[src/rtl/hex_word_streamer_if.sv]
// hex_word_streamer_if: word-in / ASCII-char-out handshake bundle for hex_word_streamer
//   word_data/word_valid/word_ready : parallel word input handshake
//   eol_flush                       : pulse requesting CR LF on the current partial line
//   char_data/char_valid/char_ready : ASCII byte output handshake towards UART TX
//   busy                            : streamer is not idle
//   slave modport is the streamer side, master modport is the producer/consumer side
interface hex_word_streamer_if #(
    parameter int DATA_WIDTH = 32
);
    logic [DATA_WIDTH-1:0] word_data;
    logic                  word_valid;
    logic                  word_ready;
    logic                  eol_flush;
    logic [7:0]            char_data;
    logic                  char_valid;
    logic                  char_ready;
    logic                  busy;
    modport slave (
        input  word_data, word_valid, eol_flush, char_ready,
        output word_ready, char_data, char_valid, busy
    );
    modport master (
        output word_data, word_valid, eol_flush, char_ready,
        input  word_ready, char_data, char_valid, busy
    );
endinterface

[src/rtl/hex_word_streamer.sv]
// hex_word_streamer: serialises words into uppercase ASCII hex with separators and CR LF line breaks
//   binascii ports: i_nib (4-bit value), o_char (ASCII '0'-'9','A'-'F')
//   hex_word_streamer ports: clk, rst (async active-high), bus (hex_word_streamer_if.slave,
//   DATA_WIDTH of the interface must match the module parameter)
module binascii (
    input  logic [3:0] i_nib,
    output logic [7:0] o_char
);
    always_comb o_char = (i_nib < 4'd10) ? (8'h30 + {4'h0, i_nib}) : (8'h37 + {4'h0, i_nib});
endmodule

module hex_word_streamer #(
    parameter int         DATA_WIDTH     = 32,
    parameter int         WORDS_PER_LINE = 8,
    parameter logic [7:0] SEP_CHAR       = 8'h20
) (
    input logic                 clk,
    input logic                 rst,
    hex_word_streamer_if.slave  bus
);
    localparam int NIBBLES = DATA_WIDTH / 4;
    localparam int IW      = $clog2(NIBBLES) + 1;
    localparam int CW      = $clog2(WORDS_PER_LINE) + 1;

    typedef enum logic [2:0] {IDLE, HEX, SEP, CR, LF} state_t;

    state_t                r_state;
    logic [DATA_WIDTH-1:0] r_shift;
    logic [IW-1:0]         r_idx;
    logic [CW-1:0]         r_count;
    logic                  r_flush;
    logic [7:0]            r_char;
    logic                  r_valid;
    logic                  r_ready;
    logic                  r_busy;
    logic [DATA_WIDTH-1:0] w_shift_nx;
    logic [3:0]            w_nib;
    logic [7:0]            w_ascii;

    // r_shift keeps the nibble on display at its top; the converter always looks one
    // nibble ahead so the next char can be registered on the current handshake.
    assign w_shift_nx = r_shift << 4;
    assign w_nib      = (r_state == IDLE) ? bus.word_data[DATA_WIDTH-1 -: 4] : w_shift_nx[DATA_WIDTH-1 -: 4];

    binascii u_binascii (
        .i_nib  (w_nib),
        .o_char (w_ascii)
    );

    always_ff @(posedge clk or posedge rst) begin
        if (rst) begin
            r_state <= IDLE;
            r_shift <= '0;
            r_idx   <= '0;
            r_count <= '0;
            r_flush <= 1'b0;
            r_char  <= 8'h00;
            r_valid <= 1'b0;
            r_ready <= 1'b0;
            r_busy  <= 1'b0;
        end else begin
            r_flush <= r_flush | bus.eol_flush;
            unique case (r_state)
                IDLE: begin
                    // a word offered together with a pending flush goes first
                    if (bus.word_valid && r_ready) begin
                        r_shift <= bus.word_data;
                        r_idx   <= IW'(NIBBLES - 1);
                        r_char  <= w_ascii;
                        r_valid <= 1'b1;
                        r_ready <= 1'b0;
                        r_busy  <= 1'b1;
                        r_state <= HEX;
                    end else if (r_flush && r_count != '0) begin
                        r_char  <= 8'h0D;
                        r_valid <= 1'b1;
                        r_ready <= 1'b0;
                        r_busy  <= 1'b1;
                        r_state <= CR;
                    end else begin
                        r_ready <= 1'b1;
                        if (r_flush) r_flush <= 1'b0;
                    end
                end
                HEX: begin
                    if (bus.char_ready) begin
                        if (r_idx != '0) begin
                            r_idx   <= r_idx - IW'(1);
                            r_shift <= w_shift_nx;
                            r_char  <= w_ascii;
                        end else if (r_count == CW'(WORDS_PER_LINE - 1)) begin
                            r_char  <= 8'h0D;
                            r_state <= CR;
                        end else begin
                            r_char  <= SEP_CHAR;
                            r_count <= r_count + CW'(1);
                            r_state <= SEP;
                        end
                    end
                end
                SEP: begin
                    if (bus.char_ready) begin
                        r_valid <= 1'b0;
                        r_busy  <= 1'b0;
                        r_ready <= 1'b1;
                        r_state <= IDLE;
                    end
                end
                CR: begin
                    if (bus.char_ready) begin
                        r_char  <= 8'h0A;
                        r_state <= LF;
                    end
                end
                LF: begin
                    // the line break also absorbs any flush that arrived meanwhile
                    if (bus.char_ready) begin
                        r_count <= '0;
                        r_flush <= 1'b0;
                        r_valid <= 1'b0;
                        r_busy  <= 1'b0;
                        r_ready <= 1'b1;
                        r_state <= IDLE;
                    end
                end
            endcase
        end
    end

    assign bus.word_ready = r_ready;
    assign bus.char_data  = r_char;
    assign bus.char_valid = r_valid;
    assign bus.busy       = r_busy;
endmodule

[src/flat_wrapper.sv]
// flat-port wrapper written by rule: the top's interface ports become plain ports
module hex_word_streamer_flat 
#(
    parameter int         DATA_WIDTH     = 32,
    parameter int         WORDS_PER_LINE = 8,
    parameter logic [7:0] SEP_CHAR       = 8'h20
)
  (clk, rst, bus_word_data, bus_word_valid, bus_eol_flush, bus_char_ready, bus_word_ready, bus_char_data, bus_char_valid, bus_busy);
  hex_word_streamer_if #(.DATA_WIDTH(DATA_WIDTH)) bus_i ();
  input logic clk;
  input logic rst;
  input wire logic [$bits(bus_i.word_data)-1:0] bus_word_data;
  input wire logic [$bits(bus_i.word_valid)-1:0] bus_word_valid;
  input wire logic [$bits(bus_i.eol_flush)-1:0] bus_eol_flush;
  input wire logic [$bits(bus_i.char_ready)-1:0] bus_char_ready;
  output wire logic [$bits(bus_i.word_ready)-1:0] bus_word_ready;
  output wire logic [$bits(bus_i.char_data)-1:0] bus_char_data;
  output wire logic [$bits(bus_i.char_valid)-1:0] bus_char_valid;
  output wire logic [$bits(bus_i.busy)-1:0] bus_busy;
  assign bus_i.word_data = bus_word_data;
  assign bus_i.word_valid = bus_word_valid;
  assign bus_i.eol_flush = bus_eol_flush;
  assign bus_i.char_ready = bus_char_ready;
  assign bus_word_ready = bus_i.word_ready;
  assign bus_char_data = bus_i.char_data;
  assign bus_char_valid = bus_i.char_valid;
  assign bus_busy = bus_i.busy;
  hex_word_streamer #(.DATA_WIDTH(DATA_WIDTH), .WORDS_PER_LINE(WORDS_PER_LINE), .SEP_CHAR(SEP_CHAR)) u_core (.clk(clk), .rst(rst), .bus(bus_i));
endmodule
[config.mk]
export PLATFORM = sky130hd
export DESIGN_NAME = hex_word_streamer_flat
export DESIGN_NICKNAME = d
export VERILOG_FILES = /design/src/rtl/hex_word_streamer_if.sv /design/src/rtl/hex_word_streamer.sv /design/src/flat_wrapper.sv
export SDC_FILE = /design/constraint.sdc
export NUM_CORES = 1
export LEC_CHECK = 0
export ABC_AREA = 1
export CAP_MARGIN = 20
export CORE_MARGIN = 2
export CORE_UTILIZATION = 25
export DETAILED_ROUTE_END_ITERATION = 10
export SYNTH_ARGS = -nofsm -noshare
export SYNTH_HDL_FRONTEND = slang
export SYNTH_HIERARCHICAL = 1
export SYNTH_SLANG_ARGS = --single-unit
[constraint.sdc]
create_clock -name clk -period 4.8 [get_ports clk]
set_clock_uncertainty 0.05 [all_clocks]
set_input_delay 0.96 -clock clk [delete_from_list [all_inputs] [get_ports clk]]
set_output_delay 0.96 -clock clk [all_outputs]
set_load 0.05 [all_outputs]
==> results of run 1 <==
## stage by stage
step                total power [mW]  setup WS [ns]  util [%]
finish                          2.37           2.03      31.9
global route                    2.64           1.83      31.9
CTS                             2.40           2.04      31.7
detailed placement              2.12           1.69      30.8
global placement                2.08           1.79      30.8
floorplan                       1.83           2.59         -
## layer usage
layer,vias up,track usage [%],routed length [um]
met2,45,17.8,2850
met4,0,2.98,59
met1,1119,15.1,3030
met5,-,0,0
li1,1296,-,-
met3,7,2.49,311
## path summary, 6_finish.rpt
path                       slack [ns]  depth (start not counted)                      end
min reg2reg                      0.44                          2  u_core/bus.char_data[1]
min in group asynchronous        0.81                          2  u_core/bus.char_data[7]
max in group asynchronous        3.43                          3       u_core/r_shift[10]
max                              2.03                          9       u_core/r_shift[12]
max reg2reg                      2.15                          9       u_core/r_shift[12]
min                              0.44                          2  u_core/bus.char_data[1]
## where the power goes
| group | internal (mW) | leakage, nW | total (mW) | switching [mW] |
|---|---|---|---|---|
| registers | 0.621 | 0.624 | 0.719 | 0.0980 |
| logic | 0.444 | 1.02 | 1.39 | 0.942 |
| clock network | 0.108 | 0.0502 | 0.267 | 0.158 |
## cell type report
class                   count  share of cell area [%]
clock inverters             3                   0.833
flip-flops and latches     50                    36.2
repair buffers             48                    14.2
inverters                  50                    5.51
multi-input cells         274                    36.2
clock buffers               5                    1.99
well taps                 140                    5.07
## synth_stat cells, drive strengths merged
cell	n	share of area (%)
nand2	153	21
o21ai	61	12
dfrtp	50	45
inv	50	6.8
nand3	24	4.3
nor2	14	2.2
buf	12	3.1
a21oi	6	1.1
ha	4	1.8
clkbuf	3	0.40
or2	3	0.67
nand4	2	0.45
conb	1	0.13
nand3b	1	0.27
nor3	1	0.18
o21a	1	0.27
o22ai	1	0.22
o31ai	1	0.27
xor2	1	0.31
## worst max-delay path, stage by stage
cell	delay [ns]
clkdlybuf4s50_1	0.45
nand2_1	0.14
inv_1	0.24
nand2_1	0.10
nand2_2	0.10
nand2_2	0.14
inv_2	0.58
nand2_1	0.12
o21ai_0	0.12
## registers in the layout, indices dropped and copies added (netlist names)
register	flops
u_core/r_count	4
u_core/bus.char_data	8
u_core/r_idx	4
u_core/r_flush	1
u_core/r_shift	28
u_core/bus.word_ready	1
u_core/r_state	3
u_core/bus.busy	1
## kinds of logic after synthesis
group           count (synthesis)  synth area share, %
simple gates                  198                 29.0
compound gates                 70                 13.6
buf+inv                        65                 10.3
flops                          50                 44.9
fa+ha+maj                       4                 1.80
xor+xnor                        1                0.314
other cells                     1                0.135
==> results.yml, run 1 <==
run_status:
  status: "finished clean"
synth:
  yosysWarningCount: 6
  synthCells: 389
  ys_types: 29
  synth-seq-cells: 50
  avgSynthCellArea_um2: 7.17
  ys_seq_area_share_pct: 44.9
  synthesis.nets: 430
  synth_area_um2: 2790
floorplan:
  die_y_um: 110
  row_count: 38
  dieWidth_um: 110
  num_io_pins: 48
  fp.dieArea_um2: 12000
  start_util_pct: 25.7
  core_area_um2: 10800
drt:
  vias: 2467
  dr.pass1.iters: 4
  routedWlPerCell_um: 11.0
  ant_nets: 0
  drt_iter0_drc: 87
  drt-total-wl_um: 6260
  vias_per_cell: 4.33
  drc_errors: 0
layout:
  fill_cells: 1189
  post_layout_nonfiller_instances: 570
  final_area_um2: 3450
  mostFrequentLayoutCells: "nand2_1, o21ai_0, dfrtp_1"
  drive_above_1_share_pct: 6.74
  final_common_cell: "nand2_1"
  synthToLayoutAreaGrowth_pct: 23.9
  diodes: 0
  seq_area_um2: 1250
  multi_input_area_um2: 1250
  fin_nets: 470
global_route:
  grt_pass1_wl_um: 10500
  grt_overflow: 0
  grt_max_degree: 52
  grt_usage_pct: 11.1
  grt_antenna_before_repair: 0
  grt_pass1_vias: 2274
worst_setup_path:
  required_ns: 4.98
  crit_path_end_kind: "flip-flop"
  r2r-start: "u_core/r_state[2]"
  critPathKind: "in -> reg"
  crit_fanout: 49
  worst_ep_arrival_time_ns: 2.95
  cp-startpoint: "bus_word_valid"
  crit_path_start_kind: "input port"
cts:
  cts_max_path_buffers: 2
  insertion_delay_ns: 0.31
  clock_sinks: 50
  clockRootBuffer: "clkbuf_8"
  cts_setup_buffers: 0
  cts_buffers: 5
  cts_resized: 0
  cts_hold_buf: 0
  cts_tree: "done"
  cts_max_level: 2
  clkTransAtPathRegs_ns: 0.11
flow_run:
  cap_violations: 0
placed_design:
  placed_area_um2: 3340
  detailed_place_hpwl_um: 4550
  place_inst: 561
  port_buffers: 47
  place_congestion: 0.836
sta:
  max_freq_ghz: 0.361
  hold_ws_ns: 0.437
  rsz0062_at_grt: "no"
  fin_setup_tns_ns: 0
  period_share_pct: 57.7
  relSlewSlack_pct: 46.3
  tightest_slew_ns: 0.803
  slew_viol_final: 0
  period_minus_slack_ns: 2.77
  final_hold_viol_count: 0
  setup_violations: 0
power_and_ir_drop:
  leakagePower_nw: 1.69
  ir_drop_v: 0.000318
  powerDensity_nw_per_um2: 686
hold_path:
  holdCritStartpoint: "u_core/bus.char_data[1]"
  hold_path_class: "reg -> reg"
No activity file was read; power rests on OpenSTA's default activity.
==> run 2: changes to the inputs <==
- clock period: 4.8 -> 2.39 ns (I/O delays scaled with it)
==> results.yml, run 2 (same netlist as run 1, synthesis figures left out) <==
global_route:
  grt_antenna_before_repair: 0
  grt_pass1_wl_um: 10800
  grt_max_degree: 51
  grt_pass1_vias: 2439
  grt_overflow: 0
  grt_usage_pct: 11.3
cts:
  clock_sinks: 50
  cts_resized: 0
  cts_buffers: 5
  cts_tree: "done"
  clkTransAtPathRegs_ns: 0.10
  cts_max_path_buffers: 2
  clockRootBuffer: "clkbuf_8"
  insertion_delay_ns: 0.30
  cts_setup_buffers: 0
  cts_hold_buf: 0
  cts_max_level: 2
run_status:
  status: "finished clean"
worst_setup_path:
  crit_fanout: 12
  worst_ep_arrival_time_ns: 2.22
  r2r-start: "u_core/r_state[0]"
  max_stage_delay_ns: 0.47
  crit_path_end_kind: "flip-flop"
  cp-startpoint: "u_core/r_state[0]"
  critPathKind: "reg -> reg"
  crit_path_start_kind: "flip-flop"
  required_ns: 2.54
  path_cells: "inv_2 -> nand2_1 -> nor2_2 -> buf_4 -> nand2_1 -> nand2_1 -> inv_1 -> ha_1 -> inv_1 -> o21ai_1 -> nand2_1 -> o21ai_0 -> nand3_1 -> nand2_1 -> nand2_1"
  crit_top_cell: "nand2_1"
  cpMaxStageDelayCell: "dfrtp_1"
sta:
  final_hold_viol_count: 0
  period_share_pct: 86.7
  period_minus_slack_ns: 2.07
  max_freq_ghz: 0.483
  fin_setup_tns_ns: 0
  slew_viol_final: 0
  setup_violations: 0
  rsz0062_at_grt: "no"
power_and_ir_drop:
  powerDensity_nw_per_um2: 1390
  leakagePower_nw: 1.72
  ir_drop_v: 0.000613
drt:
  dr.pass1.iters: 4
  vias: 2452
  drt_iter0_drc: 123
  vias_per_cell: 4.26
  ant_nets: 0
  drc_errors: 0
  routedWlPerCell_um: 11.1
  drt-total-wl_um: 6360
layout:
  final_util_pct: 32.3
  synthToLayoutAreaGrowth_pct: 25.8
  fin_nets: 475
  final_common_cell: "nand2_1"
  diodes: 0
  mostFrequentLayoutCells: "nand2_1, o21ai_0, dfrtp_1"
  drive_above_1_share_pct: 7.82
  largest_reg_flops: 28
  max_flop_register: "u_core/r_shift"
flow_run:
  cap_violations: 0
floorplan:
  row_count: 38
  num_io_pins: 48
  core_area_um2: 10800
  dieWidth_um: 110
  die_y_um: 110
  fp.dieArea_um2: 12000
  start_util_pct: 25.7
placed_design:
  detailed_place_hpwl_um: 4700
  place_congestion: 0.810
  port_buffers: 47
hold_path:
  holdCritStartpoint: "u_core/r_shift[0]"
  hold_path_class: "reg -> reg"
[run 2: worst paths after layout]
path                                           end  slack, ns  depth (start not counted)
max in group asynchronous          u_core/r_idx[3]       1.31                          3
hold reg to reg                  u_core/r_shift[0]       0.43                          2
setup / recovery           u_core/bus.char_data[2]       0.32                         15
min in group asynchronous  u_core/bus.char_data[5]       0.45                          2
setup reg to reg           u_core/bus.char_data[2]       0.32                         15
hold / removal                   u_core/r_shift[0]       0.43                          2
[run 2: through the flow]
stage / total power, mW / hold slack (ns) / setup slack, ns / instance area (um^2) / std cells
after floorplan: 3.67 / 0.392 / 0.353 / 2790 / 389
after global placement: 4.30 / 0.411 / 0.295 / 3410 / 567
after detailed placement: 4.38 / 0.408 / 0.264 / 3410 / 567
after CTS: 4.93 / 0.434 / 0.321 / 3510 / 575
after global routing: 5.43 / 0.463 / 0.0954 / 3510 / 575
final: 4.89 / 0.430 / 0.319 / 3510 / 575
[run 2: critical path, delay by kind of cell (launching register included)]
| kind | cells | cell delay (ns) |
|---|---|---|
| buffers and inverters | 4 | 0.42 |
| and+or+nand+nor | 8 | 0.56 |
| DFF | 1 | 0.47 |
| adders and majority gates | 1 | 0.16 |
| AOI/OAI and AO/OA | 2 | 0.29 |
[run 2: routing by layer]
layer	share of wire (%)	wire length, um	track usage (%)
met1	48	3070	14.7
met2	48	3080	19.8
met3	3.0	191	1.96
met4	0.30	19	1.90
met5	0	0	0
[run 2: cell type report]
type                    instances  area (um^2)
repair buffers                 53          541
clock inverters                 2         16.3
clock buffers                   6         82.6
flip-flops and latches         50         1250
multi-input cells             274         1250
fillers                      1172         7330
inverters                      50          190
well taps                     140          175
[run 2: where the power goes]
group	leakage, nW	switching [mW]	internal [mW]	total [mW]
sequential	0.624	0.197	1.25	1.44
clock	0.0478	0.299	0.239	0.538
combinational	1.05	1.92	0.982	2.91
